$ cat src/rtl/matrix_exec_sequencer.sv
// matrix_exec_sequencer: fetches 9-bit instructions {opcode, control, addr},
// moves matrix operands from RAM onto the ALU bus, issues compute commands and
// writes OUT results back to RAM.
// Optional busy-cycle counter: define SEQ_PERF_CNT_EN to build perf_cycles.
module matrix_exec_sequencer #(
  parameter int unsigned PC_W        = 8,
  parameter int unsigned ALU_LATENCY = 2,
  parameter int unsigned DATA_W      = 256
) (
  input  logic              clk,
  input  logic              reset,
  input  logic              start,
  output logic              busy,
  output logic              done,
  output logic [PC_W-1:0]   instr_addr,
  input  logic [8:0]        instr_data,
  output logic [2:0]        mem_addr,
  output logic              mem_rd,
  input  logic [DATA_W-1:0] mem_rdata,
  output logic              mem_wr,
  output logic [DATA_W-1:0] mem_wdata,
  output logic [2:0]        op_code,
  output logic [2:0]        ALU_control,
  output logic              nALU_Enable,
  output logic [DATA_W-1:0] alu_data_out,
  output logic              alu_data_oe,
  input  logic [DATA_W-1:0] alu_data_in,
  output logic [31:0]       perf_cycles
);

  localparam int unsigned CNT_W  = 4;
  localparam int unsigned PERF_W = 32;

  localparam logic [2:0] OP_NOP  = 3'b000;
  localparam logic [2:0] OP_LOAD = 3'b001;
  localparam logic [2:0] OP_HALT = 3'b111;
  localparam logic [2:0] CTL_OUT = 3'b111;

  typedef enum logic [2:0] {
    S_IDLE, S_FETCH, S_DECODE, S_LDRV, S_EXEC, S_WAIT, S_WB, S_DONE
  } state_t;

  state_t           state_q, state_d;
  logic [PC_W-1:0]  pc_q, pc_d;
  logic [8:0]       instr_q, instr_d;
  logic [CNT_W-1:0] wait_q, wait_d;

  // State and datapath registers; reset abandons any instruction in flight
  always_ff @(posedge clk) begin
    if (reset) begin
      state_q <= S_IDLE;
      pc_q    <= '0;
      instr_q <= '0;
      wait_q  <= '0;
    end else begin
      state_q <= state_d;
      pc_q    <= pc_d;
      instr_q <= instr_d;
      wait_q  <= wait_d;
    end
  end

  // Next-state, program counter and latency countdown
  always_comb begin
    state_d = state_q;
    pc_d    = pc_q;
    instr_d = instr_q;
    wait_d  = wait_q;
    case (state_q)
      S_IDLE: begin
        if (start) begin
          state_d = S_FETCH;
          pc_d    = '0;
        end
      end
      S_FETCH: state_d = S_DECODE;
      S_DECODE: begin
        instr_d = instr_data;
        case (instr_data[8:6])
          OP_NOP: begin
            pc_d    = pc_q + PC_W'(1);
            state_d = S_FETCH;
          end
          OP_LOAD: state_d = S_LDRV;
          OP_HALT: state_d = S_DONE;
          default: state_d = S_EXEC;
        endcase
      end
      S_LDRV: begin
        pc_d    = pc_q + PC_W'(1);
        state_d = S_FETCH;
      end
      S_EXEC: begin
        if (instr_q[5:3] == CTL_OUT) begin
          state_d = S_WAIT;
          wait_d  = CNT_W'(ALU_LATENCY - 1);
        end else begin
          pc_d    = pc_q + PC_W'(1);
          state_d = S_FETCH;
        end
      end
      S_WAIT: begin
        if (wait_q == '0) state_d = S_WB;
        else              wait_d  = wait_q - CNT_W'(1);
      end
      S_WB: begin
        pc_d    = pc_q + PC_W'(1);
        state_d = S_FETCH;
      end
      S_DONE:  state_d = S_IDLE;
      default: state_d = S_IDLE;
    endcase
  end

  // Bus and memory strobes decoded from the current state
  always_comb begin
    busy         = (state_q != S_IDLE);
    done         = 1'b0;
    instr_addr   = pc_q;
    mem_addr     = '0;
    mem_rd       = 1'b0;
    mem_wr       = 1'b0;
    mem_wdata    = '0;
    op_code      = OP_NOP;
    ALU_control  = '0;
    nALU_Enable  = 1'b1;
    alu_data_out = '0;
    alu_data_oe  = 1'b0;
    case (state_q)
      S_DECODE: begin
        if (instr_data[8:6] == OP_LOAD) begin
          mem_rd   = 1'b1;
          mem_addr = instr_data[2:0];
        end
      end
      S_LDRV: begin
        alu_data_out = mem_rdata;
        alu_data_oe  = 1'b1;
        op_code      = OP_LOAD;
        ALU_control  = instr_q[5:3];
        nALU_Enable  = 1'b0;
      end
      S_EXEC: begin
        op_code     = instr_q[8:6];
        ALU_control = instr_q[5:3];
        nALU_Enable = 1'b0;
      end
      S_WB: begin
        mem_wr    = 1'b1;
        mem_addr  = instr_q[2:0];
        mem_wdata = alu_data_in;
      end
      S_DONE:  done = 1'b1;
      default: ;
    endcase
  end

`ifdef SEQ_PERF_CNT_EN
  logic [PERF_W-1:0] perf_q;

  // Busy-cycle counter: clears on start acceptance, saturates, holds in IDLE
  always_ff @(posedge clk) begin
    if (reset) begin
      perf_q <= '0;
    end else if (state_q == S_IDLE) begin
      if (start) perf_q <= '0;
    end else if (perf_q != '1) begin
      perf_q <= perf_q + PERF_W'(1);
    end
  end

  assign perf_cycles = perf_q;
`else
  assign perf_cycles = '0;
`endif

endmodule

$ cat config.mk
export PLATFORM = sky130hd
export DESIGN_NAME = matrix_exec_sequencer
export DESIGN_NICKNAME = d
export VERILOG_FILES = /design/src/rtl/matrix_exec_sequencer.sv
export SDC_FILE = /design/constraint.sdc
export NUM_CORES = 1
export LEC_CHECK = 0
export BUFFER_PORTS_ARGS = -buffer_cell sky130_fd_sc_hd__buf_4
export CAP_MARGIN = 20
export CORE_AREA = 8 8 423 425
export DETAILED_ROUTE_END_ITERATION = 8
export DIE_AREA = 0 0 431 433
export PLACE_DENSITY = 0.3
export REMOVE_ABC_BUFFERS = 1
export SYNTH_ARGS = -nofsm -noshare
export SYNTH_HDL_FRONTEND = slang
export SYNTH_SLANG_ARGS = --single-unit
$ cat constraint.sdc
create_clock -name clk -period 2.55 [get_ports clk]
set_input_delay 0.51 -clock clk [delete_from_list [all_inputs] [get_ports clk]]
set_output_delay 0.51 -clock clk [all_outputs]
set_load 0.01 [all_outputs]
==> results of run 1 <==
==> area by class of cell <==
cell class	count	area [sq um]	area share
diodes	49	123	0.00759
clock buffers	3	75.1	0.00465
clock inverters	1	30.0	0.00186
inverters	4	15.0	0.000930
multi-input cells	651	4030	0.250
flip-flops and latches	24	492	0.0305
well taps	2325	2910	0.180
repair buffers	1097	8470	0.525
==> metrics by stage <==
stage                     cells  area, sq um  power (mW)  worst slack [ns]  hold slack, ns
after floorplan             679         4500       0.620             -4.41           0.426
after detailed placement   4092        15700        1.75           -0.0990           0.451
after global placement     4092        15700        1.76           -0.0921           0.447
after CTS                  4100        15900        2.34            -0.267           0.419
final                      4154        16100        2.29           -0.0545           0.442
after global routing       4111        16000        2.41            -0.269           0.453
==> sequential cells by signal, summed over array words and instances, names as in the netlist <==
register	flops
instr_q	9
wait_q	4
state_q	3
instr_addr	8
==> repair_timing <==
item	in CTS	in global routing
gates cloned	0	4
buffers inserted	4	1
gates resized for setup	15	7
pin swaps	4	3
setup endpoints to repair	264	31
==> placed cells by master, fill, tap and decap left out, types with 6 or more instances in the layout <==
master     netlist  layout
dfxtp_1         24      21
diode_2          0      49
nand2_1         24      24
a21oi_1         15      15
and2_1         514     512
buf_4           32    1078
clkbuf_16        0       7
conb_1           1      32
buf_6            2       6
nor2_1           7       7
==> final timing paths <==
path	from	end	slack, ns	cells past startpoint
setup / recovery	state_q[2]	mem_addr[2]	-0.05	6
hold / removal	instr_data[5]	instr_q[5]	0.44	3
setup reg to reg	state_q[2]	instr_addr[6]	0.22	8
hold reg to reg	instr_q[8]	instr_q[8]	0.46	2
==> worst min-delay path, cell delays in order <==
cell and delay [ns]:
buf_4 0.11, nand2_1 0.05, a21oi_1 0.05
==> power by group <==
part           internal [mW]  total [mW]  switching [mW]
logic                  0.706        1.32           0.611
registers              0.389       0.410          0.0213
clock network          0.316       0.562           0.246
==> cell families after synthesis <==
| group | count (synthesis) |
|---|---|
| flops | 24 |
| compound gates | 35 |
| other cells | 1 |
| fa+ha+maj | 2 |
| mux | 1 |
| simple gates | 576 |
| xor+xnor | 5 |
| buf+inv | 99 |
==> per-layer routing <==
layer  vias up  GRT usage  part of all wire
met5         -          0            0.0059
met4       132    0.00168            0.0060
met3       225     0.0884              0.14
met2       721      0.212              0.43
met1      4636      0.175              0.43
li1       4355          -                 -
==> flow_summary.toml, run 1 <==
[outcome]
status = "finished, violations left"
violations = "negative setup slack"

[logic_synthesis]
synth-edff-count = 0
synth-adder-area-share = 0.00512
synthMuxAreaShare = 0.00205
synth.top_cell.area_share = 0.658
ys_top_cells_by_area = "and2_1 66%, dfxtp_1 9.8%, buf_4 4.9%"
synth_area_leader_cell = "and2_1"
synth-simple-area-share = 0.731
avgSynthCellArea_sq_um = 6.57
yosysMostFrequentCell = "and2_1"
synthXorXnorAreaFrac = 0.00897
synth_cell_types = 41
synth_warnings = 0
synth_area_sq_um = 4880
synth_top_family_by_area = "simple AND/OR/NAND/NOR gates"
synth_compound_area_frac = 0.0489
synthCells = 743
ys.flop_type = "dfxtp_1"
ys_seq_elements = 24
async_reset_ff_frac = 0
synth_seq_area_share = 0.0984
synth_common_cells = "514 x and2_1, 56 x clkbuf_1, 32 x buf_4"

[final_layout]
drive_gt1_frac = 0.628
nets = 2307
area_delta_synth_final_pct = 231
fin_util = 0.0936
nFillCells = 20300

[placement]
gp_congestion = 0.919
port_buffers = 1058
dp_hpwl_mm = 132

[grt]
grtUsageTotal = 0.139
grt_pass1_wl_mm = 160
grt_overflow_total = 0
grt_pass1_vias = 9696
antenna_found_initial = 192
grt_max_degree = 78

[sta]
max_freq_mhz = 384
finalMaxSlewViolations = 0
period_needed_ns = 2.60
rsz0062_at_grt = "yes"
layout_setup_ws_ns = -0.0545
finClkSkew_ns = 0.0279
tightest_slew_ns = 0.573
slew_headroom = 0.615
final-hold-violation-count = 0
setup_violations = 4
setup-tns-final_ns = -0.162
fin_crit_sh = 1.02

[worst_setup_path]
crit_path_frequent_cell = "buf_6"
crit_chain = "buf_6 -> or3_4 -> nor4b_4 -> buf_6 -> a22o_1 -> buf_6"
crit_fanout = 4
cp.arrival_ns = 2.09
critPathSlowestCell = "nor4b_4"
crit_path_max_incr_delay_ns = 0.46
crit_path_end_kind = "output port"
start_kind = "register"
cp.required_ns = 2.04
crit_buf_inv = 3
critPathTopFamily = "simple AND/OR/NAND/NOR gates"
path_class = "register to output port"

[drt]
ant_nets = 0
num_vias = 10100
first_iter_violations = 514
routed_wl_mm = 140
drc = 0
vias_per_cell = 2.42
wl_per_cell_microns = 33.6
drt_first_pass_iters = 4

[pwr]
leakagePower_nw = 7.79
vdd.ir_drop.worst_mv = 0.158
power.density_nw_per_um2 = 142

[clocking]
cts_root_buf = "clkbuf_16"
clk_path_buf_depth = 2
clk_latency_ns = 0.32
cts-buffers-inserted = 3
cts_sinks = 24
cts_tree = "yes"
h-tree-depth = 1
cts.clk_slew.worst_paths_ns = 0.11
cts_hold_buffers = 0

[die]
fp.dieH_microns = 433
die-area_sq_um = 187000
rows = 153
core_area_sq_um = 172000
die_w_microns = 431
initial_core_util = 0.0283
ios = 1091

[hold_path]
hp-class = "input port to register"

[job]
drv_cap = 0
No activity file was read; power rests on OpenSTA's default activity.
==> run 2, diff against run 1 <==
--- a/config.mk
+++ b/config.mk
@@ -15,3 +15,4 @@
 export SYNTH_ARGS = -nofsm -noshare
 export SYNTH_HDL_FRONTEND = slang
 export SYNTH_SLANG_ARGS = --single-unit
+export TNS_END_PERCENT = 30
==> run 2 against run 1 <==
The run still ends with negative setup slack left. Highest routed layer unchanged. Count of clock-buffer cells in the layout did not move. Flip-flop and latch count did not move. Via count fell by 0.60%. Die area unchanged. Non-clock buffer count shrank 3. Combinational power barely moved. Critical path type unchanged.
==> flow_summary.toml, run 2 (synthesized netlist as in run 1, its figures left out) <==
[drt]
ant_nets = 0
vias_per_cell = 2.41
drt_first_pass_iters = 5
num_vias = 10000
routed_wl_mm = 139
first_iter_violations = 476
wl_per_cell_microns = 33.5
drc = 0

[placement]
gp_congestion = 0.919
port_buffers = 1058
dpl_cell_area_sq_um = 15700
dp_hpwl_mm = 132
dp_cells = 4092
dp_slack_ns = -0.0990

[clocking]
cts_sinks = 24
cts.clk_slew.worst_paths_ns = 0.11
cts_tree = "yes"
clk_path_buf_depth = 2
cts_hold_buffers = 0
cts-buffers-inserted = 3
clk_latency_ns = 0.31
h-tree-depth = 1
cts_root_buf = "clkbuf_16"

[final_layout]
area_delta_synth_final_pct = 229
nFillCells = 20300
final_cell_mix = "1077 x buf_4, 511 x and2_1, 32 x conb_1"
largest_reg_flops = 9
final_cell_area_sq_um = 16100
nets = 2304
final_common_cell = "buf_4"
finalNonFillerCells = 4145
top_register = "instr_q"
drive_gt1_frac = 0.627

[worst_setup_path]
path_class = "register to output port"
crit_fanout = 4
start_kind = "register"
cp.arrival_ns = 2.10
crit_path_end_kind = "output port"
cp.required_ns = 2.04

[grt]
grt_max_degree = 78
grt_pass1_wl_mm = 160
grt_overflow_total = 0
grt_pass1_vias = 9696
antenna_found_initial = 192
grtUsageTotal = 0.139

[sta]
layout_setup_ws_ns = -0.0594
max_freq_mhz = 383
finClkSkew_ns = 0.0250
final-hold-violation-count = 0
finalMaxSlewViolations = 0
fin_crit_sh = 1.02
period_needed_ns = 2.61
tightest_slew_ns = 0.580
setup_violations = 4
setup-tns-final_ns = -0.182
rsz0062_at_grt = "yes"
slew_headroom = 0.610

[pwr]
vdd.ir_drop.worst_mv = 0.158
leakagePower_nw = 7.76
finalPower_mw = 2.28
power.density_nw_per_um2 = 142

[die]
rows = 153
initial_core_util = 0.0283
fp.dieH_microns = 433
die-area_sq_um = 187000
die_w_microns = 431
ios = 1091
core_area_sq_um = 172000

[outcome]
status = "finished, violations left"
violations = "negative setup slack"

[job]
drv_cap = 0

[hold_path]
hp-class = "input port to register"
## run 2: path summary, 6_finish.rpt
kind,start,endpoint,slack (ns),depth (start not counted)
worst min register to register,instr_q[7],instr_q[7],0.46,2
worst max register to register,state_q[2],instr_addr[6],0.22,8
worst min-delay path,instr_data[5],instr_q[5],0.44,3
worst max-delay path,state_q[2],mem_addr[2],-0.06,6
## run 2: what timing repair did
action	4_1_cts	5_1_grt
pin swaps	4	3
endpoints found under the setup margin	264	31
setup buffers	4	0
gates cloned	0	2
gates resized for setup	15	6
## run 2: metal layers
metal,share of wire,up-vias,global-route usage
li1,-,4341,-
met1,0.42,4590,0.175
met2,0.43,717,0.212
met3,0.14,227,0.0884
met4,0.0061,134,0.00168
met5,0.0062,-,0
## run 2: power breakdown
part	switching (mW)	leakage, nW	internal (mW)
clock network	0.238	0.0514	0.316
logic	0.610	7.51	0.705
registers	0.0214	0.196	0.389
total	0.869	7.76	1.41
## run 2: area by class of cell
class,instances,area (sq um),area share
Multi-Input combinational cell,651,4030,0.251
Timing Repair Buffer,1094,8410,0.523
Clock inverter,1,30.0,0.00187
Antenna cell,43,108,0.00670
Tap cell,2325,2910,0.181
Clock buffer,3,75.1,0.00467
Inverter,4,15.0,0.000935
Sequential cell,24,492,0.0306
## run 2: metrics by stage
step | hold slack [ns] | util
final | 0.444 | 0.0931
after floorplan | 0.426 | -
after detailed placement | 0.451 | 0.0911
after CTS | 0.419 | 0.0921
after global placement | 0.447 | 0.0911
after global routing | 0.452 | 0.0926
## run 2: worst max-delay path, cell delays in order (launching register included)
cell,delay (ns)
dfxtp_4,0.36
buf_6,0.11
or3_4,0.38
nor4b_4,0.47
buf_6,0.20
a22o_1,0.15
buf_6,0.11
==> run 3, diff against run 2 <==
--- a/config.mk
+++ b/config.mk
@@ -12,6 +12,8 @@
 export DIE_AREA = 0 0 431 433
 export PLACE_DENSITY = 0.3
 export REMOVE_ABC_BUFFERS = 1
+export SETUP_SLACK_MARGIN = 0.15
+export SLEW_MARGIN = 20
 export SYNTH_ARGS = -nofsm -noshare
 export SYNTH_HDL_FRONTEND = slang
 export SYNTH_SLANG_ARGS = --single-unit
==> run 3 against run 2 <==
The flow still finishes with violations (negative setup slack). Total power is 6.9% higher. Sequential share of layout area is 0.46 points lower. First-iteration DRC count is 1.5% higher. Global-route usage is 0.24 points higher. Clock power is 2% higher. Count of clock-buffer cells in the layout stayed put. Combinational power is 11% higher. Utilization is 1.6 points higher. Critical path type unchanged. Critical endpoint unchanged. Largest power group unchanged.
==> flow_summary.toml, run 3 (synthesized netlist as in run 1, its figures left out) <==
[outcome]
status = "finished, violations left"
violations = "negative setup slack"

[clocking]
cts_hold_buffers = 0
cts_sinks = 24
cts.clk_slew.worst_paths_ns = 0.12
clk_path_buf_depth = 2
clk_latency_ns = 0.32
cts-buffers-inserted = 3
cts_root_buf = "clkbuf_16"
h-tree-depth = 1
cts_tree = "yes"

[pwr]
leakagePower_nw = 8.86
comb_power_share = 0.601
pwr-share-seq = 0.168
p_clk_frac = 0.231
power.density_nw_per_um2 = 129
switching_power_mw = 0.933
swShare = 0.383
internal-power_mw = 1.50
vdd.ir_drop.worst_mv = 0.158

[sta]
period_needed_ns = 2.61
final-hold-violation-count = 0
layout_setup_ws_ns = -0.0601
setup_violations = 4
finClkSkew_ns = 0.0319
rsz0062_at_grt = "yes"
fin_crit_sh = 1.02
finalMaxSlewViolations = 0
slew_headroom = 0.596
setup-tns-final_ns = -0.167
timing.hold.ws_ns = 0.433
tightest_slew_ns = 0.601
max_freq_mhz = 383

[job]
drv_cap = 0

[grt]
grt_pass1_vias = 9905
antenna_found_initial = 186
grtUsageTotal = 0.141
grt_overflow_total = 0
met1_usage = 0.180
busiest_layer = "met2"
grt_pass1_wl_mm = 163
met2_usage = 0.214
grt_max_degree = 78
met3_usage = 0.0872

[worst_setup_path]
crit_chain = "buf_6 -> or3_4 -> nor4b_4 -> buf_6 -> a22o_1 -> buf_6"
path_class = "register to output port"
startpoint = "state_q[2]"
cp.arrival_ns = 2.10
crit_path_max_incr_delay_ns = 0.46
crit_fanout = 4
crit_path_frequent_cell = "buf_6"
reg2reg_to = "instr_addr[6]"
cp.required_ns = 2.04
timing.rr.start = "state_q[2]"
crit_end = "mem_addr[2]"
critPathSlowestCell = "nor4b_4"
start_kind = "register"
crit_path_end_kind = "output port"
r2r_cells = 8
ff2ff_setup_slack_ns = 0.19

[final_layout]
fin_util = 0.110
final_cell_area_sq_um = 18900
nets = 2360
final_common_cell = "buf_4"
drive_gt1_frac = 0.810
multi_input_area_sq_um = 4830
largest_reg_flops = 9
top_register = "instr_q"
area_delta_synth_final_pct = 287
seq_area_sq_um = 492
final_cell_mix = "855 x buf_4, 314 x and2_4, 229 x buf_6"
nFillCells = 20100

[drt]
drc = 0
vias_per_cell = 2.46
routed_wl_mm = 144
wl_per_cell_microns = 34.4
first_iter_violations = 483
num_vias = 10300
drt_first_pass_iters = 5
ant_nets = 0

[die]
die_w_microns = 431
rows = 153
ios = 1091
initial_core_util = 0.0283
die-area_sq_um = 187000
fp.dieH_microns = 433
core_area_sq_um = 172000

[placement]
port_buffers = 1058
dp_slack_ns = -0.0990
dp_hpwl_mm = 132
gp_congestion = 0.919
dpl_cell_area_sq_um = 15700

[hold_path]
hp-class = "input port to register"
hold_depth = 3
-- run 3: through the flow --
step	power, mW	cells
finish	2.44	4203
global route	2.56	4167
CTS	2.36	4115
detailed placement	1.75	4092
global placement	1.76	4092
floorplan	0.620	679
-- run 3: repair_timing --
action | in CTS | in global routing
buffers inserted | 13 | 20
resized for setup | 226 | 407
setup endpoints to repair | 506 | 458
cloned | 6 | 23
pin swaps | 62 | 134
-- run 3: worst min path at each step --
stage                             start          to  slack, ns
after global placement       instr_q[7]  instr_q[7]       0.45
after floorplan              instr_q[7]  instr_q[7]       0.43
after global routing      instr_data[5]  instr_q[5]       0.45
after CTS                 instr_data[5]  instr_q[5]       0.42
after detailed placement     instr_q[7]  instr_q[7]       0.45
final                     instr_data[5]  instr_q[5]       0.43
-- run 3: power groups by stage --
stage	registers, mW	logic, mW	clock network, mW
3_3_place_gp	0.421	1.34	0
6_report	0.410	1.46	0.563
3_5_place_dp	0.420	1.33	0
4_1_cts	0.410	1.36	0.589
5_1_grt	0.414	1.55	0.599
2_1_floorplan	0.416	0.205	0
-- run 3: per-layer routing --
layer	up-vias	routed length (microns)
li1	4465	-
met1	4786	61800
met2	727	62100
met3	231	18600
met4	134	1030
met5	-	856
-- run 3: layout make-up --
cell class                      instances  area share
Multi-Input combinational cell        651       0.256
Antenna cell                           45     0.00596
Clock inverter                          1     0.00159
Sequential cell                        24      0.0260
Clock buffer                            3     0.00397
Timing Repair Buffer                 1150       0.552
Tap cell                             2325       0.154
Inverter                                4    0.000795
-- run 3: critical path: cells and delay by family, from the launching register on --
kind / cells / cell delay [ns]
compound gates: 1 / 0.16
flops: 1 / 0.36
buf+inv: 3 / 0.42
simple gates: 2 / 0.84
